==> src/rtl/button_debouncer_bank.sv <==
// Multi-channel mechanical button debouncer with press, release and auto-repeat pulses.
module button_debouncer_bank #(
    parameter int unsigned NUM_CH          = 4,
    parameter int unsigned DEBOUNCE_CYCLES = 480000,
    parameter int unsigned ACTIVE_LOW      = 1,
    parameter int unsigned REPEAT_EN       = 0,
    parameter int unsigned REPEAT_DELAY    = 6000000,
    parameter int unsigned REPEAT_PERIOD   = 1200000
) (
    input  logic              clk,
    input  logic              rst,
    input  logic [NUM_CH-1:0] btn_raw,
    output logic [NUM_CH-1:0] btn_level,
    output logic [NUM_CH-1:0] press_pulse,
    output logic [NUM_CH-1:0] release_pulse,
    output logic [NUM_CH-1:0] repeat_pulse
);

    localparam int unsigned CNT_W   = $clog2(DEBOUNCE_CYCLES);
    localparam int unsigned REP_MAX = (REPEAT_DELAY > REPEAT_PERIOD) ? REPEAT_DELAY : REPEAT_PERIOD;
    localparam int unsigned REP_W   = (REP_MAX > 1) ? $clog2(REP_MAX) : 1;

    localparam logic [CNT_W-1:0] CNT_LAST    = CNT_W'(DEBOUNCE_CYCLES - 1);
    localparam logic [REP_W-1:0] DELAY_LAST  = REP_W'(REPEAT_DELAY - 1);
    localparam logic [REP_W-1:0] PERIOD_LAST = REP_W'(REPEAT_PERIOD - 1);

    // Pin level that means "not pressed"; also the synchroniser reset value
    localparam logic INACTIVE  = (ACTIVE_LOW != 0) ? 1'b1 : 1'b0;
    localparam logic REPEAT_ON = (REPEAT_EN != 0) ? 1'b1 : 1'b0;

    localparam logic [1:0] S_IDLE         = 2'd0;
    localparam logic [1:0] S_PRESS_WAIT   = 2'd1;
    localparam logic [1:0] S_HELD         = 2'd2;
    localparam logic [1:0] S_RELEASE_WAIT = 2'd3;

    for (genvar g = 0; g < int'(NUM_CH); g++) begin : g_ch
        logic             sync1;
        logic             sync2;
        logic             p;
        logic [1:0]       state;
        logic [1:0]       state_nx;
        logic [CNT_W-1:0] cnt;
        logic [CNT_W-1:0] cnt_nx;
        logic [REP_W-1:0] rcnt;
        logic [REP_W-1:0] rcnt_nx;
        logic             periodic;
        logic             periodic_nx;
        logic             level_q;
        logic             level_nx;
        logic             press_q;
        logic             press_nx;
        logic             release_q;
        logic             release_nx;
        logic             repeat_q;
        logic             repeat_nx;

        // Two-flop synchroniser for the asynchronous pin
        always_ff @(posedge clk or posedge rst) begin
            if (rst) begin
                sync1 <= INACTIVE;
                sync2 <= INACTIVE;
            end else begin
                sync1 <= btn_raw[g];
                sync2 <= sync1;
            end
        end

        // Normalised pin: 1 = pressed regardless of polarity
        assign p = sync2 ^ INACTIVE;

        // State, counters and registered outputs
        always_ff @(posedge clk or posedge rst) begin
            if (rst) begin
                state     <= S_IDLE;
                cnt       <= '0;
                rcnt      <= '0;
                periodic  <= 1'b0;
                level_q   <= 1'b0;
                press_q   <= 1'b0;
                release_q <= 1'b0;
                repeat_q  <= 1'b0;
            end else begin
                state     <= state_nx;
                cnt       <= cnt_nx;
                rcnt      <= rcnt_nx;
                periodic  <= periodic_nx;
                level_q   <= level_nx;
                press_q   <= press_nx;
                release_q <= release_nx;
                repeat_q  <= repeat_nx;
            end
        end

        // Next-state, counter and pulse decode
        always_comb begin
            state_nx    = state;
            cnt_nx      = cnt;
            rcnt_nx     = rcnt;
            periodic_nx = periodic;
            press_nx    = 1'b0;
            release_nx  = 1'b0;
            repeat_nx   = 1'b0;
            case (state)
                S_IDLE: begin
                    if (p) begin
                        state_nx = S_PRESS_WAIT;
                        cnt_nx   = '0;
                    end
                end
                S_PRESS_WAIT: begin
                    if (!p) begin
                        state_nx = S_IDLE;
                    end else if (cnt == CNT_LAST) begin
                        state_nx    = S_HELD;
                        press_nx    = 1'b1;
                        rcnt_nx     = '0;
                        periodic_nx = 1'b0;
                    end else begin
                        cnt_nx = cnt + CNT_W'(1);
                    end
                end
                S_HELD: begin
                    if (!p) begin
                        state_nx = S_RELEASE_WAIT;
                        cnt_nx   = '0;
                    end else if (rcnt == (periodic ? PERIOD_LAST : DELAY_LAST)) begin
                        rcnt_nx     = '0;
                        periodic_nx = 1'b1;
                        repeat_nx   = REPEAT_ON;
                    end else begin
                        rcnt_nx = rcnt + REP_W'(1);
                    end
                end
                S_RELEASE_WAIT: begin
                    // repeat timer is frozen here and resumes on a bounce back to HELD
                    if (p) begin
                        state_nx = S_HELD;
                    end else if (cnt == CNT_LAST) begin
                        state_nx   = S_IDLE;
                        release_nx = 1'b1;
                    end else begin
                        cnt_nx = cnt + CNT_W'(1);
                    end
                end
                default: begin
                    state_nx = S_IDLE;
                end
            endcase
            level_nx = (state_nx == S_HELD) || (state_nx == S_RELEASE_WAIT);
        end

        assign btn_level[g]     = level_q;
        assign press_pulse[g]   = press_q;
        assign release_pulse[g] = release_q;
        assign repeat_pulse[g]  = repeat_q;
    end

endmodule

==> config.mk <==
export PLATFORM = sky130hd
export DESIGN_NAME = button_debouncer_bank
export DESIGN_NICKNAME = d
export VERILOG_FILES = /design/src/rtl/button_debouncer_bank.sv
export SDC_FILE = /design/constraint.sdc
export NUM_CORES = 1
export LEC_CHECK = 0
export CORE_ASPECT_RATIO = 1.4
export CORE_MARGIN = 2
export CORE_UTILIZATION = 50
export DETAILED_ROUTE_END_ITERATION = 16
export GPL_ROUTABILITY_DRIVEN = 0
export PLACE_DENSITY = 0.67
export SLEW_MARGIN = 20
export SYNTH_ARGS = -nofsm -noshare
export SYNTH_HDL_FRONTEND = slang
export SYNTH_SLANG_ARGS = --single-unit
==> constraint.sdc <==
create_clock -name clk -period 6.2 [get_ports clk]
set_clock_uncertainty 0.05 [all_clocks]
set_input_delay 0.62 -clock clk [delete_from_list [all_inputs] [get_ports clk]]
set_output_delay 0.62 -clock clk [all_outputs]
set_load 0.05 [all_outputs]
### Word-level counts from Yosys, hierarchy flattened

Cells that the tools add are included.

* bitwise gates (word level): 0
* $lt $le $gt $ge: 0
* $add $sub $neg: 4
* multiplexer cells: 72
* reductions and logical operators: 12
* multipliers: 0
* equal/unequal tests: 40
* shift operators: 0
* div/mod/pow operators: 0

Operator list (count)
* 19-bit two-way mux: 20
* 19-bit one-hot mux with 4 select lines: 4
* 19-bit by 1-bit adder with 19-bit output, second input constant: 4
* 19-bit equality test, second input constant: 4
* 2-bit two-way mux: 24
* 2-bit equality test, second input constant: 16
* 2-bit != test, second input constant: 16
* 2-bit one-hot mux with 4 select lines: 4
* 1-bit two-way mux: 20
* 4-bit AND reduction: 4
* 2-bit by 1-bit equality test with 1-bit output, second input constant: 4
* 2-bit logical NOT: 4
* 1-bit logical OR: 4

* memories kept: 0
* memory bits (writable): 0
* flip-flop bits (word level): 104
* input port bits: 6
* output and inout port bits: 16
* latch bits: 0
* ROM bits: 0

### Depth between registers and ports, before layout

* word-level depth: 6
* depth in mapped cells: 8
* depth with buffers taken out: 7

### Worst setup path after synthesis

OpenSTA, ideal clock, no wires.

* path kind: reg-to-reg
* start point: register g_ch[1].cnt[0]
* end point: register g_ch[1].cnt[5]
* path buffers: 1
* arrival: 1.731 ns
* path slack: 4.298 ns
* cell stages (with the launch flop): 8
* required time: 6.028 ns
* cell sequence: dfrtp_1 > ha_1 > nand3_2 > or3_1 > buf_2 > o21bai_4 > inv_2 > a32o_1

* cells in the longest elaborated chain, start to end: 4
* elaborated cells between the ends (all ways): 6

Ends and longest elaborated chain
* start, declared: line 42 `logic [CNT_W-1:0] cnt;`
* start signal, assigned: line 84 `cnt <= cnt_nx;`
* 19-bit by 1-bit adder with 19-bit output or 19-bit equality test (tied branches)
* 19-bit two-way mux *: line 113, 138
* 19-bit two-way mux (on tied branches): line 136, 111
* 19-bit one-hot mux with 4 select lines *: line 103 `case (state)`

Every way passes the cells marked *; elsewhere a longest branch is shown, timed or not. The select of a mux whose other input is x is not followed.
A chain may end at the register's enable or synchronous reset.

### Worst setup path after layout

* start point: register g_ch[3].cnt[0]
* end point: register g_ch[3].cnt[13]

* cells in the longest elaborated chain, start to end: 4
* elaborated cells between the ends (all ways): 6

Ends and longest elaborated chain (line)
* start, declared: 42
* start signal, assigned: 84
* 19-bit by 1-bit adder with 19-bit output or 19-bit equality test (tied branches)
* 19-bit two-way mux *: 113, 138
* 19-bit two-way mux (on tied branches): 136, 111
* 19-bit one-hot mux with 4 select lines *: 103

Marks and branches as above.

==> metrics.txt <==
die area 0.0117 sq mm; core area 0.0107 sq mm; top post-synthesis cells by count 96 x dfrtp_1, 64 x nand2_1, 51 x o21ai_0; hold path cells 0; average size of a mapped cell 9.39 sq um; first-pass GRT wire length just under 20,000 um; final hold vios 0; Critical Path RT 6.37 ns; initial drt markers 254; vias per cell about 6.0; worst slew pin tran around 0.9 ns; # IOs 22; fin crit share 40.0%; Setup crit start kind register; EDFF count, synth 0; # hold bufs at CTS 0; Slew Limit Headroom 39.5%; ys flop type dfrtp_1; Setup TNS 0 ns; Cells after Synth 578; Largest stage delay, worst path 0.62 ns; Reg2Reg Setup Slack between 3 and 4 ns; max layer used met4; share of layout cells above drive strength 1 7.08%; slowest CP cell o21ai_2; Ys Warns 0; Critical R2R Launch g_ch[3].cnt[0]; GRT Total Usage between 20% and 30%; H-tree level count 3; number of global-route vias before repair 4,359; CP Data Arrival Time approximately 2.6 ns; final cell count without fillers between 700 and 800; Total Wirelength 11,200 um; Die W 92.1 um; fin crit period 2.48 ns; DRT Pass-1 Iters 7; worst setup path class register to register; top cell type's share of synthesized area 44.2%; fillcell total 973; Synth area leader dfrtp_1; CTS Buffer Depth 2; Peak VDD IR 0.122 mV; Die Ht 127 um; top-count cell post-synth dfrtp_1; Ant. Diodes 0; Seq cells post-synth 104; largest net degree at the start of global routing 55; asr flop ratio synth between 90% and 100%; clk_lat worst skew around 0.35 ns; initial antenna violation count 0; critical path endpoint category register; WL/cell between 15 and 20 um; DRT antenna net count 0; max_cap viols 0; post-synthesis sequential area ratio ~48%; cts bufs inserted 9; metal1 wirelength 4850 um; reg2reg path depth 7; Post-CTS Setup Repair Bufs 0; count of final setup violators 0; Pleak 0.00244 uW; status finished clean; residual DRC count 0; CTS tree yes; Clock Root Buffer clkbuf_16; Post-Syn Area around 0.0054 sq mm; PostCTS Resize Cnt 0; vias post-DR 4,346; Row Count 45; met2 wire length 5740 um; hold worst-path end g_ch[1].sync2; Power Dens Cells approximately 230 mW/mm^2; met3 wire length 424 um; nets@finish 584; fin. max-slew vios 0; GRT overflow 0; Initial Util 50.8%; Area growth syn-to-layout 7.74%; RSZ-0062 raised after global routing false; post-synth cell types 64; Reg area roughly 0.0026 sq mm; CP dominant cell by count nand2_1; dpl hpwl 7390 um; port bufs 17; hold_sp g_ch[1].sync1; # clock sinks 104; CP Max Fanout 18; Clk pin slew, worst setup/hold paths 0.07 ns; Hold Crit Class register to register; top cells by area, synth dfrtp_1 44%, o21ai_0 4.7%, nand2_1 4.4%; footprint of the multi-input gates 0.00254 sq mm; placed cell count 704; fmax a little over 0.4 GHz; RR Endpoint g_ch[3].cnt[13]; Cell Chain, Critical Path ha_1, and4_1, nand2_1, o21ai_2, inv_1, nand2_1, o31ai_1
where the power goes:
part           internal, uW  switching [uW]
Sequential              702            30.6
Combinational          27.5            55.9
Clock                   273             245
layer usage:
| layer | vias to the layer above | track usage, % |
|---|---|---|
| met1 | 2121 | 25.8 |
| met2 | 114 | 36.1 |
| met4 | 0 | 8.08 |
| li1 | 2093 | - |
| met3 | 18 | 2.95 |
| met5 | - | 0 |
worst max-delay path: cells and delay by family, from the launching register on:
kind,cells,cell delay (ns)
buffers and inverters,1,0.19
AO/OA/AOI/OAI,2,0.76
adder cells (fa/ha/maj),1,0.22
AND/OR/NAND/NOR,3,0.74
flip-flops,1,0.38
sequential cells by signal, indices dropped and copies added (netlist names):
register        cells
g_ch.level_q        4
g_ch.sync2          4
g_ch.press_q        4
g_ch.state          8
g_ch.release_q      4
g_ch.sync1          4
g_ch.cnt           76
how the worst max path moves through the flow:
| stage | start | end | slack (ns) |
|---|---|---|---|
| 2_1_floorplan | rst | g_ch[0].cnt[0] | 2.81 |
| 6_report | g_ch[3].cnt[0] | g_ch[3].cnt[13] | 3.72 |
| 3_3_place_gp | g_ch[1].cnt[0] | g_ch[1].cnt[17] | 3.80 |
| 5_1_grt | g_ch[3].cnt[0] | g_ch[3].cnt[13] | 3.54 |
| 3_5_place_dp | g_ch[1].cnt[0] | g_ch[1].cnt[17] | 3.76 |
| 4_1_cts | g_ch[3].cnt[0] | g_ch[3].cnt[13] | 3.74 |
cells in the final DEF (no fill, tap or decap), types with 5 or more instances in the layout:
cell,n
dfrtp_1,96
nand2_1,64
o21ai_0,51
nor2_1,46
nand3_1,32
nand4_1,21
o31ai_1,18
nor3_1,17
clkdlybuf4s50_1,17
a21oi_1,16
inv_1,15
and3_1,14
mux2i_1,14
nor4_1,13
and2_1,12
xnor2_1,10
clkbuf_16,9
a31oi_1,8
dfstp_2,8
xor2_1,7
and4_1,6
o41ai_1,5
metrics by stage:
step | hold WS (ns) | worst slack (ns) | total power (uW) | utilization [%] | cell area, sq um
after floorplan | 0.295 | 2.81 | 808 | - | 5440
after global placement | 0.296 | 3.80 | 826 | 52.2 | 5590
after detailed placement | 0.298 | 3.76 | 831 | 52.2 | 5590
after CTS | 0.307 | 3.74 | 1350 | 54.7 | 5850
after global routing | 0.310 | 3.54 | 1390 | 54.7 | 5850
final | 0.306 | 3.72 | 1330 | 54.7 | 5850
cells by family after synthesis:
group / after synthesis / synth area share, %
other: 1 / 0.0691
AOI/OAI and AO/OA: 124 / 14.6
buffers and inverters: 55 / 5.30
and+or+nand+nor: 258 / 25.5
xor gates and xnor gates: 17 / 2.74
muxes: 15 / 2.79
adders and majority gates: 4 / 0.922
DFF: 104 / 48.1
layout make-up:
class                           instances  share of cell area, %
Clock buffer                           13                   4.11
Clock inverter                          3                  0.364
Inverter                               17                   1.13
Multi-Input combinational cell        422                   43.4
Sequential cell                       104                   44.7
Tap cell                              141                   3.02
Timing Repair Buffer                   20                   3.29
(Power assumes the default switching activity.)
